==> src/rtl/out_port_pkg.sv <==
// Shared definitions for the OUT-port capture FIFO: bus width, bus word type
// and a helper that sizes occupancy counters.
package out_port_pkg;

   localparam int BUS_WIDTH = 8;

   typedef logic [BUS_WIDTH-1:0] bus_t;

   // Width needed to hold an occupancy value from 0 up to and including depth.
   function automatic int cnt_w(input int depth);
      return $clog2(depth + 1);
   endfunction

endpackage

==> src/rtl/out_port_fifo_ptr.sv <==
// Modulo-DEPTH pointer counter used for the read and write sides of the
// OUT-port FIFO. DEPTH is a power of two, so the pointer wraps naturally.
module fifo_ptr #(
   parameter int DEPTH = 4
) (
   input  logic                     clk,
   input  logic                     reset,
   input  logic                     inc,
   output logic [$clog2(DEPTH)-1:0] ptr
);

   localparam int PW = $clog2(DEPTH);

   // Advance the pointer by one slot whenever the owning side moves.
   always_ff @(posedge clk or negedge reset) begin
      if (!reset) begin
         ptr <= '0;
      end else if (inc) begin
         ptr <= ptr + PW'(1);
      end
   end

endmodule

==> src/rtl/out_port_fifo.sv <==
// Reader end of the 8-bit register write path. Bytes strobed onto the bus with
// enable are buffered in a small FIFO and offered to a slower consumer over a
// valid/ready handshake.
// Optional build macro OUT_PORT_FIFO_BYPASS_EN: when defined, a write into an
// empty FIFO falls through combinationally to out in the same cycle. When not
// defined, out/out_valid come purely from registered state (one-cycle latency).
module out_port_fifo
   import out_port_pkg::*;
#(
   parameter int WIDTH = BUS_WIDTH,
   parameter int DEPTH = 4
) (
   input  logic                      clk,
   input  logic                      reset,
   input  logic [WIDTH-1:0]          in,
   input  logic                      enable,
   output logic                      full,
   output logic [WIDTH-1:0]          out,
   output logic                      out_valid,
   input  logic                      out_ready,
   output logic [cnt_w(DEPTH)-1:0]   count,
   output logic                      overflow
);

   localparam int PW = $clog2(DEPTH);
   localparam int CW = cnt_w(DEPTH);

   logic [WIDTH-1:0] mem [DEPTH];
   logic [PW-1:0]    rdPtr;
   logic [PW-1:0]    wrPtr;
   logic             pop;
   logic             pushFifo;
   logic             popFifo;
   logic             notEmpty;

   assign full     = (count == CW'(DEPTH));
   assign notEmpty = (count != '0);

   // Decide what the consumer sees and which side of the FIFO moves this cycle.
   // A dropped write (full, no pop) never touches storage or pointers.
`ifdef OUT_PORT_FIFO_BYPASS_EN
   logic bypassActive;

   always_comb begin
      bypassActive = !notEmpty && enable;
      out_valid    = notEmpty || bypassActive;
      if (bypassActive) begin
         out = in;
      end else if (notEmpty) begin
         out = mem[rdPtr];
      end else begin
         out = '0;
      end
      pop      = out_valid && out_ready;
      popFifo  = pop && !bypassActive;
      pushFifo = enable && (!full || pop) && !(bypassActive && out_ready);
   end
`else
   always_comb begin
      out_valid = notEmpty;
      out       = notEmpty ? mem[rdPtr] : '0;
      pop       = out_valid && out_ready;
      popFifo   = pop;
      pushFifo  = enable && (!full || pop);
   end
`endif

   fifo_ptr #(.DEPTH(DEPTH)) wrPtrInst (
      .clk   (clk),
      .reset (reset),
      .inc   (pushFifo),
      .ptr   (wrPtr)
   );

   fifo_ptr #(.DEPTH(DEPTH)) rdPtrInst (
      .clk   (clk),
      .reset (reset),
      .inc   (popFifo),
      .ptr   (rdPtr)
   );

   // Storage is written only on an accepted push; contents survive reset.
   always_ff @(posedge clk) begin
      if (pushFifo) begin
         mem[wrPtr] <= in;
      end
   end

   // Occupancy tracks pushes minus pops; simultaneous push and pop cancel out.
   always_ff @(posedge clk or negedge reset) begin
      if (!reset) begin
         count <= '0;
      end else begin
         case ({pushFifo, popFifo})
            2'b10:   count <= count + CW'(1);
            2'b01:   count <= count - CW'(1);
            default: count <= count;
         endcase
      end
   end

   // Sticky record that a write was lost because the FIFO was full with no pop.
   always_ff @(posedge clk or negedge reset) begin
      if (!reset) begin
         overflow <= 1'b0;
      end else if (enable && full && !pop) begin
         overflow <= 1'b1;
      end
   end

endmodule

==> config.mk <==
export PLATFORM = sky130hd
export DESIGN_NAME = out_port_fifo
export DESIGN_NICKNAME = d
export VERILOG_FILES = /design/src/rtl/out_port_pkg.sv /design/src/rtl/out_port_fifo_ptr.sv /design/src/rtl/out_port_fifo.sv
export SDC_FILE = /design/constraint.sdc
export NUM_CORES = 1
export LEC_CHECK = 0
export ABC_AREA = 0
export CORE_UTILIZATION = 30
export DETAILED_ROUTE_END_ITERATION = 7
export GPL_TIMING_DRIVEN = 0
export PLACE_DENSITY_LB_ADDON = 0.3
export SLEW_MARGIN = 10
export SYNTH_ARGS = -nofsm -noshare
export SYNTH_HDL_FRONTEND = slang
export SYNTH_SLANG_ARGS = --single-unit
export TNS_END_PERCENT = 5
==> constraint.sdc <==
create_clock -name clk -period 2.4 [get_ports clk]
set_input_delay 0.24 -clock clk [delete_from_list [all_inputs] [get_ports clk]]
set_output_delay 0.24 -clock clk [all_outputs]
set_load 0.02 [all_outputs]
# == Yosys cells after proc, flatten, opt, wreduce, memory -nomap -nowiden ==
# Memories as Yosys holds them, arrays and structs flattened.
# Cells that the tools add are included.
# totals
input_bits,12
out_inout_bits,14
n_memories,1
ramBits,32
register_bits,8
# op_classes
eq_ne,3
n_mux,4
addsub,4
n_reduce_logical,9
# memory_table
name,depth,word_bits,rd,rd_clocked_by_memory_dff,write_ports,line,rtl
mem,4,8,1,0,1,out_port_fifo.sv:28,logic [WIDTH-1:0] mem [DEPTH];
# ops
operator,count
8-bit two-way mux,1
3-bit one-hot mux with 2 select lines,1
2-bit by 1-bit adder with 2-bit output (second input constant),2
1-bit logical AND,4
3-bit by 1-bit adder with 3-bit output (second input constant),1
3-bit == test (second input constant),1
3-bit nonzero test,1
3-bit by 1-bit subtractor with 3-bit output (second input constant),1
2-bit by 1-bit == test with 1-bit output (second input constant),1
2-bit == test (second input constant),1
1-bit logical NOT,2
1-bit two-way mux,2
2-bit nonzero test,1
1-bit logical OR,1

# == Logic depth before layout (Yosys ltp) ==
# Gate-level depths: netlist of the first run.
# logic_depth
word_depth,6
ltp_mapped,8

# == Hierarchy ==
# Synthesis of the first run repeated with hierarchy kept, for this count alone.
# hier_totals
hier_cells,87
hier_area_um2,1614.0
# by_module_without_submodules
module,instances,area_per_inst_um2,seq_area_each_um2,cells_per_inst
out_port_fifo,1,1471.4,1061.0,77
fifo_ptr,2,71.3,50.0,5

# == Worst setup path before layout of the first run ==
# Ideal clock, no wire load.
# synth_path
path_kind,reg2reg
startpoint,register count[1]
endpoint,register count[2]
required_ns,2.254
arrival_ns,1.905
synth_period_minus_slack_ns,2.051
path_slack_ns,0.349
stages_incl_launch_ff,8
cell_sequence,dfrtp_1 or3_4 nand2_1 or2_2 fa_1 nand2b_1 o211ai_1 o311ai_0
# synth_between
elab_chain_len,6
elab_cells_between_ends,12
classes_between,2 x add/sub; 3 x eq/ne; 1 x mux; 6 x reduce/logical
# synth_lines
item,line,rtl
start: declaration,out_port_fifo.sv:21,"output logic [cnt_w(DEPTH)-1:0] count,"
start signal: assignment,out_port_fifo.sv:95,2'b10: count <= count + CW'(1);
start signal: assignment,out_port_fifo.sv:96,2'b01: count <= count - CW'(1);
start signal: assignment,out_port_fifo.sv:97,default: count <= count;
3-bit == test / 3-bit nonzero test (equally long branches),"out_port_fifo.sv:36, out_port_fifo.sv:37",
1-bit logical NOT / 1-bit logical AND (equally long branches),"out_port_fifo.sv:64, out_port_fifo.sv:62",
1-bit logical OR,out_port_fifo.sv:64,pushFifo = enable && (!full || pop);
1-bit logical AND,out_port_fifo.sv:64,
2-bit by 1-bit == test with 1-bit output / 2-bit == test (equally long branches),out_port_fifo.sv:94,"case ({pushFifo, popFifo})"
3-bit one-hot mux with 2 select lines / 2-bit nonzero test (equally long branches),-,
# Parallel ways exist; a longest one is shown, timed or not.
# A chain may end at the register's enable or synchronous reset.

# == Worst setup path after layout of the first run ==
# layout_path
startpoint,register rdPtrInst.ptr[0]
endpoint,output out[7]
# layout_between
elab_chain_len,2
# layout_lines
item,line,rtl
start: declaration,out_port_fifo_ptr.sv:9,output logic [$clog2(DEPTH)-1:0] ptr
start signal: assignment,out_port_fifo_ptr.sv:19,ptr <= ptr + PW'(1);
memory 4 x 8 bit,-,
8-bit two-way mux,out_port_fifo.sv:61,out = notEmpty ? mem[rdPtr] : '0;
end: declaration,out_port_fifo.sv:18,"output logic [WIDTH-1:0] out,"
# Every way passes these cells.

==> results.sh, run 1 <==
export IMPL_antenna_found_initial=0
export IMPL_pin_count=26
export IMPL_syn_area_um2=1800
export IMPL_die_area_um2=6300
export IMPL_synth_avg_cell_area_um2=17.1
export IMPL_ys_types=32
export IMPL_avgRoutedWirePerCell_um=15.0
export IMPL_drtIter0Drc=37
export IMPL_num_nets_final=154
export IMPL_max_slew_worst_pin_slew_ns=0.477
export IMPL_io_buffers=25
export IMPL_core_area_um2=5640
export IMPL_cts_made_buffers=5
export IMPL_grt_pass1_vias=1012
export IMPL_finalPower_mw=2.92
export IMPL_leakagePower_nw=0.797
export IMPL_route_detailed_drc=0
export IMPL_ys_seq_elements=40
export IMPL_critPathRequiredTime_ns=2.16
export IMPL_dr_total_vias=952
export IMPL_slew_viol_final=0
export IMPL_post_cts_setup_buffer_count=0
export IMPL_max_cap_violations=0
export IMPL_async_reset_ff_share_pct=20.0
export IMPL_p_per_area_nw_per_um2=1300
export IMPL_grt_setup_unrepaired="false"
export IMPL_htreeDepth=2
export IMPL_final_common_cell="edfxtp_1"
export IMPL_reg2reg_depth=8
export IMPL_setup_violations=0
export IMPL_arrival_ns=2.03
export IMPL_place_hpwl_um=2190
export IMPL_via_per_inst=4.53
export IMPL_synth_edff_count=32
export IMPL_synth_main_ff_cell="edfxtp_1"
export IMPL_worstPathMaxFanout=10
export IMPL_dp_cells=202
export IMPL_drtPass1Iterations=4
export IMPL_post_route_min_period_ns=2.27
export IMPL_antenna_cells=0
export IMPL_cts_max_path_buffers=2
export IMPL_grt_ovfl_total=0
export IMPL_drive_gt1_share_pct=21.0
export IMPL_fill_cells=523
export IMPL_tritoncts="yes"
export IMPL_grt_max_degree=13
export IMPL_post_route_period_util_pct=94.6
export IMPL_ys_seq_area_share_pct=64.6
export IMPL_die_w_um=79.4
export IMPL_ant_nets=0
export IMPL_startpoint_type="register"
export IMPL_insertion_delay_ns=0.29
export IMPL_max_freq_mhz=440
export IMPL_seqCellArea_um2=1160
export IMPL_yosys_warnings=0
export IMPL_status="finished, final reports clean"
export IMPL_areaGrowthSynthToFinish_pct=24.9
export IMPL_cts_repair_resized=0
export IMPL_path_clk_slew_ns=0.08
export IMPL_crit_path_end_kind="output pin"
export IMPL_cts_root_buf="clkbuf_8"
export IMPL_clock_sinks=40
export IMPL_finalHoldViolations=0
export IMPL_gp_congestion=0.724
export IMPL_final_cell_mix="edfxtp_1, clkdlybuf4s50_1, and2_1, mux4_2, dfrtp_1"
export IMPL_relSlewSlack_pct=68.2
export IMPL_postSynthCellCount=105
export IMPL_grt_pass1_wl_um=5180
export IMPL_worst_clock_skew_ns=0.00517
export IMPL_initial_core_util_pct=31.8
export IMPL_multi_input_area_um2=572
export IMPL_wirelength_um=3150
export IMPL_layout_cells_non_filler=210
export IMPL_grt_use_total_pct=11.6
export IMPL_die_h_um=79.4
export IMPL_synth_nets=122
export IMPL_crit_type="reg -> out"
export IMPL_hold_path_class="in -> async"
export IMPL_rows=27
export IMPL_ctsHoldBuffers=0
export IMPL_ir_worst_vdd_v=0.000457
[cells by family (layout without fill, tap and decap cells)]
group                    Yosys count  count (layout)  synth area share [%]
flip-flops                        40              40                  64.6
AND/OR/NAND/NOR                   24              24                  9.61
AO/OA/AOI/OAI                     11              11                  4.46
multiplexers                      10              10                  11.4
buffers and inverters             10              43                  3.55
adder cells (fa/ha/maj)            5               5                  3.90
XOR/XNOR                           5               5                  2.44
[Yosys cell counts, types with 2 or more instances]
master / n / area share [%]
xnor2_1: 4 / 1.9
buf_2: 2 / 0.56
nor2_1: 2 / 0.42
o21bai_1: 2 / 0.84
and2_1: 11 / 3.8
o21a_1: 2 / 0.84
a22oi_1: 2 / 0.84
and2_2: 2 / 0.84
inv_1: 4 / 0.84
dfrtp_1: 8 / 11
edfxtp_1: 32 / 53
ha_1: 4 / 2.8
buf_6: 3 / 1.9
nand2_1: 2 / 0.42
mux4_2: 8 / 10
[sequential cells by signal, summed over array words and instances (netlist names)]
signal         cells
count              3
mem               32
overflow           1
rdPtrInst.ptr      2
wrPtrInst.ptr      2
[stage by stage]
stage / utilization (%) / cell area (um^2) / hold slack [ns] / worst slack [ns] / TNS (ns)
final: 39.8 / 2240 / 0.240 / 0.129 / 0
after global routing: 39.8 / 2240 / 0.259 / 0.0540 / 0
after CTS: 39.8 / 2240 / 0.245 / 0.102 / 0
after detailed placement: 37.9 / 2140 / 0.452 / -0.0508 / -0.0990
after global placement: 37.9 / 2140 / 0.448 / 0.0478 / 0
after floorplan: - / 1800 / -0.0556 / 0.349 / 0
[final timing paths]
| check | start | endpoint | slack [ns] |
|---|---|---|---|
| worst max-delay path | rdPtrInst.ptr[0] | out[7] | 0.13 |
| worst min-delay path | reset | count[1] | 0.24 |
| worst max register to register | count[2] | count[1] | 0.23 |
| worst min register to register | overflow | overflow | 0.47 |
| max in group asynchronous | reset | rdPtrInst.ptr[0] | 1.88 |
| min in group clk | overflow | overflow | 0.47 |
[critical path, stage by stage, from the launching register on]
cell and delay, ns:
dfrtp_1 0.34, buf_6 0.18, mux4_2 0.50, and2_1 0.18
clkdlybuf4s50_1 0.54
[metal layers]
layer / routed length [um] / vias to the layer above / GRT usage [%]
li1: - / 452 / -
met1: 1330 / 476 / 13.2
met2: 1640 / 18 / 19.6
met3: 118 / 6 / 3.66
met4: 62 / 0 / 6.00
met5: 0 / - / 0
[layout make-up]
class                           instances  area share (%)
Buffer                                  6            2.17
Clock buffer                            6            3.23
Clock inverter                          2            1.56
Inverter                                4           0.669
Multi-Input combinational cell         55            25.5
Sequential cell                        40            51.7
Tap cell                               72            4.01
Timing Repair Buffer                   25            11.1
[power breakdown]
group          internal, mW  switching (mW)  leakage, nW
clock                 0.308           0.220       0.0552
combinational         0.707           0.653        0.356
sequential            0.938          0.0923        0.386
Power figures use the tool's default switching activity.
==> inputs of run 2 (changes only) <==
CAP_MARGIN = 0   (was unset)
RECOVER_POWER = 100   (was unset)
clock period = 1.9 ns   (was 2.4 ns; I/O delays follow)
==> results.sh, run 2 (synthesized netlist as in run 1, its figures left out) <==
export IMPL_critPathBufInv=0
export IMPL_drtIter0Drc=35
export IMPL_max_freq_mhz=499
export IMPL_rows=27
export IMPL_cts_root_buf="clkbuf_8"
export IMPL_io_buffers=25
export IMPL_finalPower_mw=3.57
export IMPL_num_nets_final=160
export IMPL_slew_viol_final=0
export IMPL_grt_ovfl_total=0
export IMPL_max_stage_delay_ns=0.45
export IMPL_worstPathMaxFanout=7
export IMPL_die_h_um=79.4
export IMPL_leakagePower_nw=0.849
export IMPL_grt_setup_unrepaired="true"
export IMPL_die_area_um2=6300
export IMPL_post_route_min_period_ns=2.00
export IMPL_ant_nets=0
export IMPL_crit_cells=7
export IMPL_holdWs_ns=0.262
export IMPL_violations="setup timing"
export IMPL_reg_top3="mem: 32 flops, count: 3 flops"
export IMPL_grt_pass1_vias=1020
export IMPL_place_hpwl_um=2110
export IMPL_grt_pass1_wl_um=5020
export IMPL_r2r_slack_ns=-0.10
export IMPL_crit_path_end_kind="register"
export IMPL_areaGrowthSynthToFinish_pct=25.1
export IMPL_top_register="mem"
export IMPL_initial_core_util_pct=31.8
export IMPL_post_route_period_util_pct=106
export IMPL_cts_max_path_buffers=2
export IMPL_pin_count=26
export IMPL_reg2reg_depth=7
export IMPL_drtPass1Iterations=4
export IMPL_antenna_cells=0
export IMPL_finalHoldViolations=0
export IMPL_seqCellArea_um2=1160
export IMPL_ctsHoldBuffers=0
export IMPL_max_slew_worst_pin_slew_ns=0.487
export IMPL_grt_use_total_pct=11.3
export IMPL_max_cap_violations=0
export IMPL_drive_gt1_share_pct=35.4
export IMPL_ir_worst_vdd_v=0.000558
export IMPL_final_common_cell="edfxtp_1"
export IMPL_relSlewSlack_pct=67.1
export IMPL_fin_ws_ns=-0.105
export IMPL_via_per_inst=4.59
export IMPL_multi_input_area_um2=577
export IMPL_path_cells="or3_4 > nand2_4 > or2_4 > fa_1 > o21bai_1 > a31oi_1 > o21a_1"
export IMPL_timing_rr_end="count[1]"
export IMPL_htreeDepth=2
export IMPL_avgRoutedWirePerCell_um=15.0
export IMPL_fill_cells=521
export IMPL_tritoncts="yes"
export IMPL_insertion_delay_ns=0.29
export IMPL_dr_total_vias=991
export IMPL_worst_clock_skew_ns=0.00717
export IMPL_cts_made_buffers=5
export IMPL_setup_violations=3
export IMPL_die_w_um=79.4
export IMPL_core_area_um2=5640
export IMPL_grt_max_degree=12
export IMPL_largest_reg_flops=32
export IMPL_wirelength_um=3250
export IMPL_slowest_stage="dfrtp_2"
export IMPL_status="finished with violations"
export IMPL_hold_path_class="in -> async"
export IMPL_crit_start="count[1]"
export IMPL_rr_startpoint="count[1]"
export IMPL_startpoint_type="register"
export IMPL_critPathRequiredTime_ns=2.13
export IMPL_path_clk_slew_ns=0.07
export IMPL_final_cell_mix="edfxtp_1, dlygate4sd3_1, mux4_2, buf_2, buf_4"
export IMPL_endpoint="count[1]"
export IMPL_crit_type="reg -> reg"
export IMPL_critPathTopFamily="simple AND/OR/NAND/NOR gates"
export IMPL_arrival_ns=2.23
export IMPL_antenna_found_initial=0
export IMPL_p_per_area_nw_per_um2=1590
export IMPL_gp_congestion=0.757
export IMPL_route_detailed_drc=0
export IMPL_clock_sinks=40
-- run 2: cell types whose count changed in the layout (fill, tap and decap cells not counted), moves of 2 or more --
cell and delta:
and2_1 -5, and2_2 +4, buf_2 +6, buf_4 +7, clkdlybuf4s50_1 -20, dfrtp_1 -3
dfrtp_2 +3, dlygate4sd3_1 +9, dlymetal6s2s_1 +2
-- run 2: worst min-delay path by stage --
stage,endpoint,depth (start not counted),start,slack (ns)
finish,overflow,1,reset,0.26
global route,overflow,1,reset,0.29
CTS,overflow,1,reset,0.20
detailed placement,overflow,1,overflow,0.45
global placement,overflow,1,overflow,0.45
floorplan,count[0],0,reset,-0.11
-- run 2: worst reg2reg max path: cells and delay by family (launching register included) --
family | cells | cell delay [ns]
AOI/OAI and AO/OA | 3 | 0.47
adders and majority gates | 1 | 0.43
DFF | 1 | 0.45
and+or+nand+nor | 3 | 0.60
-- run 2: final cells by class --
| type | count | area share, % |
|---|---|---|
| plain buffers | 5 | 2.34 |
| inverters | 4 | 0.668 |
| clock buffers | 7 | 3.39 |
| repair buffers | 32 | 12.0 |
| clock inverters | 1 | 0.167 |
| flip-flops and latches | 40 | 51.8 |
| well taps | 72 | 4.01 |
| multi-input cells | 55 | 25.7 |
-- run 2: layer usage --
layer	routed length [um]	vias up	track usage [%]	share of wire, %
met5	0	-	0	0
met4	39	0	4.36	1.2
met3	117	4	3.77	3.6
met2	1730	22	19.5	53
met1	1360	501	12.8	42
li1	-	464	-	-
-- run 2: what timing repair did --
item                                    in CTS  in global routing
resized for setup                           37                 15
setup buffers                                0                  7
endpoints found under the setup margin      12                  3
pin swaps                                    1                  4
-- run 2: report_power, final --
part	switching (mW)	leakage (nW)	internal (mW)	total, mW
sequential	0.116	0.383	1.19	1.31
clock	0.265	0.0399	0.255	0.520
combinational	0.850	0.426	0.889	1.74
total	1.23	0.849	2.34	3.57
-- run 2: stage by stage --
step	setup TNS (ns)	std cells	instance area, um^2	setup WS (ns)	utilization (%)
3_3_place_gp	-0.876	202	2140	-0.386	38.0
4_1_cts	-0.241	210	2200	-0.112	38.9
6_report	-0.136	216	2250	-0.105	39.9
5_1_grt	-0.980	216	2250	-0.203	39.9
3_5_place_dp	-1.00	202	2140	-0.421	38.0
2_1_floorplan	-0.123	105	1800	-0.0982	-
==> RTL change, RTL diff (settings of run 1) <==
`DEPTH` is set to 4 in 2 places; all go to 8.
--- a/src/rtl/out_port_fifo_ptr.sv
+++ b/src/rtl/out_port_fifo_ptr.sv
@@ -1,7 +1,7 @@
 // Modulo-DEPTH pointer counter used for the read and write sides of the
 // OUT-port FIFO. DEPTH is a power of two, so the pointer wraps naturally.
 module fifo_ptr #(
-   parameter int DEPTH = 4
+   parameter int DEPTH = 8
 ) (
    input  logic                     clk,
    input  logic                     reset,
--- a/src/rtl/out_port_fifo.sv
+++ b/src/rtl/out_port_fifo.sv
@@ -8,7 +8,7 @@
    import out_port_pkg::*;
 #(
    parameter int WIDTH = BUS_WIDTH,
-   parameter int DEPTH = 4
+   parameter int DEPTH = 8
 ) (
    input  logic                      clk,
    input  logic                      reset,
Interface: changed (resized count); port bits go from 26 to 27. The function was not compared with the original's and may differ.
==> RTL change against run 1 <==
Power up 62%; first-iteration DRC count up 97%; routed wire length up 97%; the flow now finishes with violations (setup timing); setup slack worse by 170 ps; cell area up 71%; critical endpoint is now count[3]; cell count up 63%; sequential cell count up 35; area after synthesis up 74%.
==> RTL change: results (changes against run 1) <==
| Metric | Value |
|---|---|
| Htree depth | `3 (+1)` |
| Clock skew | `12.4 ps (+7.26 ps)` |
| CTS root buf | `clkbuf_8` |
| Port bufs | `26 (+4.0%)` |
| Failing checks | `setup timing` |
| Vias in the first global route | `1743 (+72%)` |
| Synth Area in Compound Gates | `5.01% (+0.56 points)` |
| Main synth FF type | `edfxtp_1` |
| Worst Path Max Fanout | `5 (-5)` |
| Worst skew pair latency | `350 ps (+60 ps)` |
| Worst Tran Pin Value | `950 ps (+473 ps)` |
| DR top layer | `met4` |
| Reg clk slew, reported paths | `80 ps (about the same)` |
| Number of diodes | `0 (unchanged)` |
| Worst setup margin | `-43.6 ps (-172 ps)` |
| Layout cells sized above 1 | `37.3% (+16 points)` |
| Number of synthesized flops with an enable pin | `64 (+100%)` |
| Post-synthesis xor/xnor area fraction | `1.96% (-0.47 points)` |
| Outcome | `finished, violations left` |
| Final Wtd Congestion | `0.671 (-7.3%)` |
| Mux contribution to synthesized area | `13.0% (+1.5 points)` |
| Pin count of the biggest net entering global routing | `14 (+1)` |
| Max IR drop VDD | `0.316 mV (-31%)` |
| Post-layout nets | `222 (+44%)` |
| Async SR Flop Fraction | `14.7% (-5.3 points)` |
| Cell leakage power | `0.00131 uW (+64%)` |
| Detailed placement HPWL | `3910 um (+78%)` |
| Mapped Nets | `179 (+47%)` |
| RR Startpoint | `count[0]` |
| Metal3 WL | `177 um (+50%)` |
| Pre-CTS WS | `-424 ps (-373 ps)` |
| Bufs on Longest Clock Path | `2 (unchanged)` |
| DR iter-0 viols | `73 (+97%)` |
| Via/cell ratio | `4.68 (+3.2%)` |
| CP max stage cell | `or4b_4` |
| Adder-Cell Fraction of Synth Area | `2.00% (-1.9 points)` |
| P_sw | `1630 uW (+69%)` |
| Worst R2R Path Depth | `6 (-2)` |
| Distinct cells, synth | `38 (+19%)` |
| Met2 routed WL | `3000 um (+83%)` |
| Type of the worst min-delay path | `primary input to async pin` |
| M1 wire length | `2880 um (+120%)` |
| Ys Warns | `0 (unchanged)` |
| Routed WL | `6210 um (+97%)` |
| Final Setup Violations | `2 (+2)` |
| WP data arrival | `2650 ps (+620 ps)` |
| Max_cap viols | `0 (unchanged)` |
| Gr usage total | `12.5% (+0.82 points)` |
| Max stage delay on crit path | `580 ps (+40 ps)` |
| Pre-antenna DRT Iters | `4 (unchanged)` |
| Synth area leaders | `edfxtp_1 62%, mux4_2 12%, dfrtp_1 8.8%` |
| Sequential share of the synthesized area | `70.4% (+5.8 points)` |
| Post-synth top cells | `64 x edfxtp_1, 16 x mux4_2, 11 x dfrtp_1` |
| First-pass GRT wire length | `9920 um (+92%)` |
| Worst r2r dst | `count[3]` |
| Initial antenna violation count | `0 (unchanged)` |
| Num CTS Buffers | `9 (+4)` |
| Biggest regs | `mem: 64 flops, count: 4 flops` |
[RTL change: cell types whose count changed after synthesis, moves of 2 or more]
cell | run 1 | this run
nor3_1 | 0 | 4
a22o_1 | 0 | 8
clkbuf_1 | 0 | 2
and2_2 | 2 | 0
mux4_2 | 8 | 16
nor2_1 | 2 | 4
xnor2_1 | 4 | 6
and2_1 | 11 | 0
edfxtp_1 | 32 | 64
a22oi_1 | 2 | 0
mux2_2 | 0 | 3
o21bai_1 | 2 | 0
dfrtp_1 | 8 | 11
[RTL change: routing by layer]
layer,vias up,GRT usage (%)
met5,-,0
met4,0,6.43
li1,741,-
met1,817,16.6
met3,12,2.38
met2,30,19.4
[RTL change: worst max path at each step]
stage / startpoint / end / slack, ps / cells after the start
finish: count[0] / count[3] / -40 / 6
global route: count[0] / count[3] / -140 / 6
CTS: rdPtrInst.ptr[1] / out[4] / 0.5 / 4
detailed placement: rdPtrInst.ptr[1] / out[4] / -420 / 5
global placement: out_ready / mem[0][5] / -770 / 3
floorplan: count[1] / count[3] / -160 / 8
[RTL change: cell families after synthesis]
logic type	count (synthesis)
AO/OA/AOI/OAI	18
flip-flops	75
AND/OR/NAND/NOR	23
buffers and inverters	14
XOR/XNOR	7
multiplexers	20
adder cells (fa/ha/maj)	5
[RTL change: cell type report]
class                   instances  area, sq um
multi-input cells              73          922
clock buffers                   9          124
clock inverters                 6         66.3
flip-flops and latches         75         2200
inverters                       5         18.8
fillers                       920         6070
repair buffers                 36          295
plain buffers                   5         46.3
well taps                     133          166
[RTL change: metrics by stage]
step / setup TNS [ps] / area, sq um / std cells / total power (uW) / hold slack (ps)
after floorplan: -172 / 3170 / 162 / 3160 / -55.6
after global placement: -19270 / 3600 / 321 / 3830 / 453
after detailed placement: -3580 / 3650 / 324 / 3900 / 468
after CTS: 0 / 3820 / 341 / 4760 / 256
after global routing: -415 / 3840 / 342 / 4990 / 275
final: -48.1 / 3840 / 342 / 4730 / 230
[RTL change: power by group through the flow]
stage	logic, uW	registers, uW	clock network [uW]
after detailed placement	2010	1890	0
after global routing	2040	1910	1040
after CTS	1920	1880	972
after global placement	1960	1870	0
final	1900	1870	959
after floorplan	1270	1890	0
[RTL change: critical path, delay by kind of cell, from the launching register on]
kind            cells  cell delay [ps]
compound gates      3              710
flops               1              430
simple gates        2              980
fa+ha+maj           1              190
[RTL change: timing repair]
item                                    4_1_cts  5_1_grt
pin swaps                                     4        4
resized for setup                            38        1
endpoints found under the setup margin       11        8
buffers inserted                              6        1
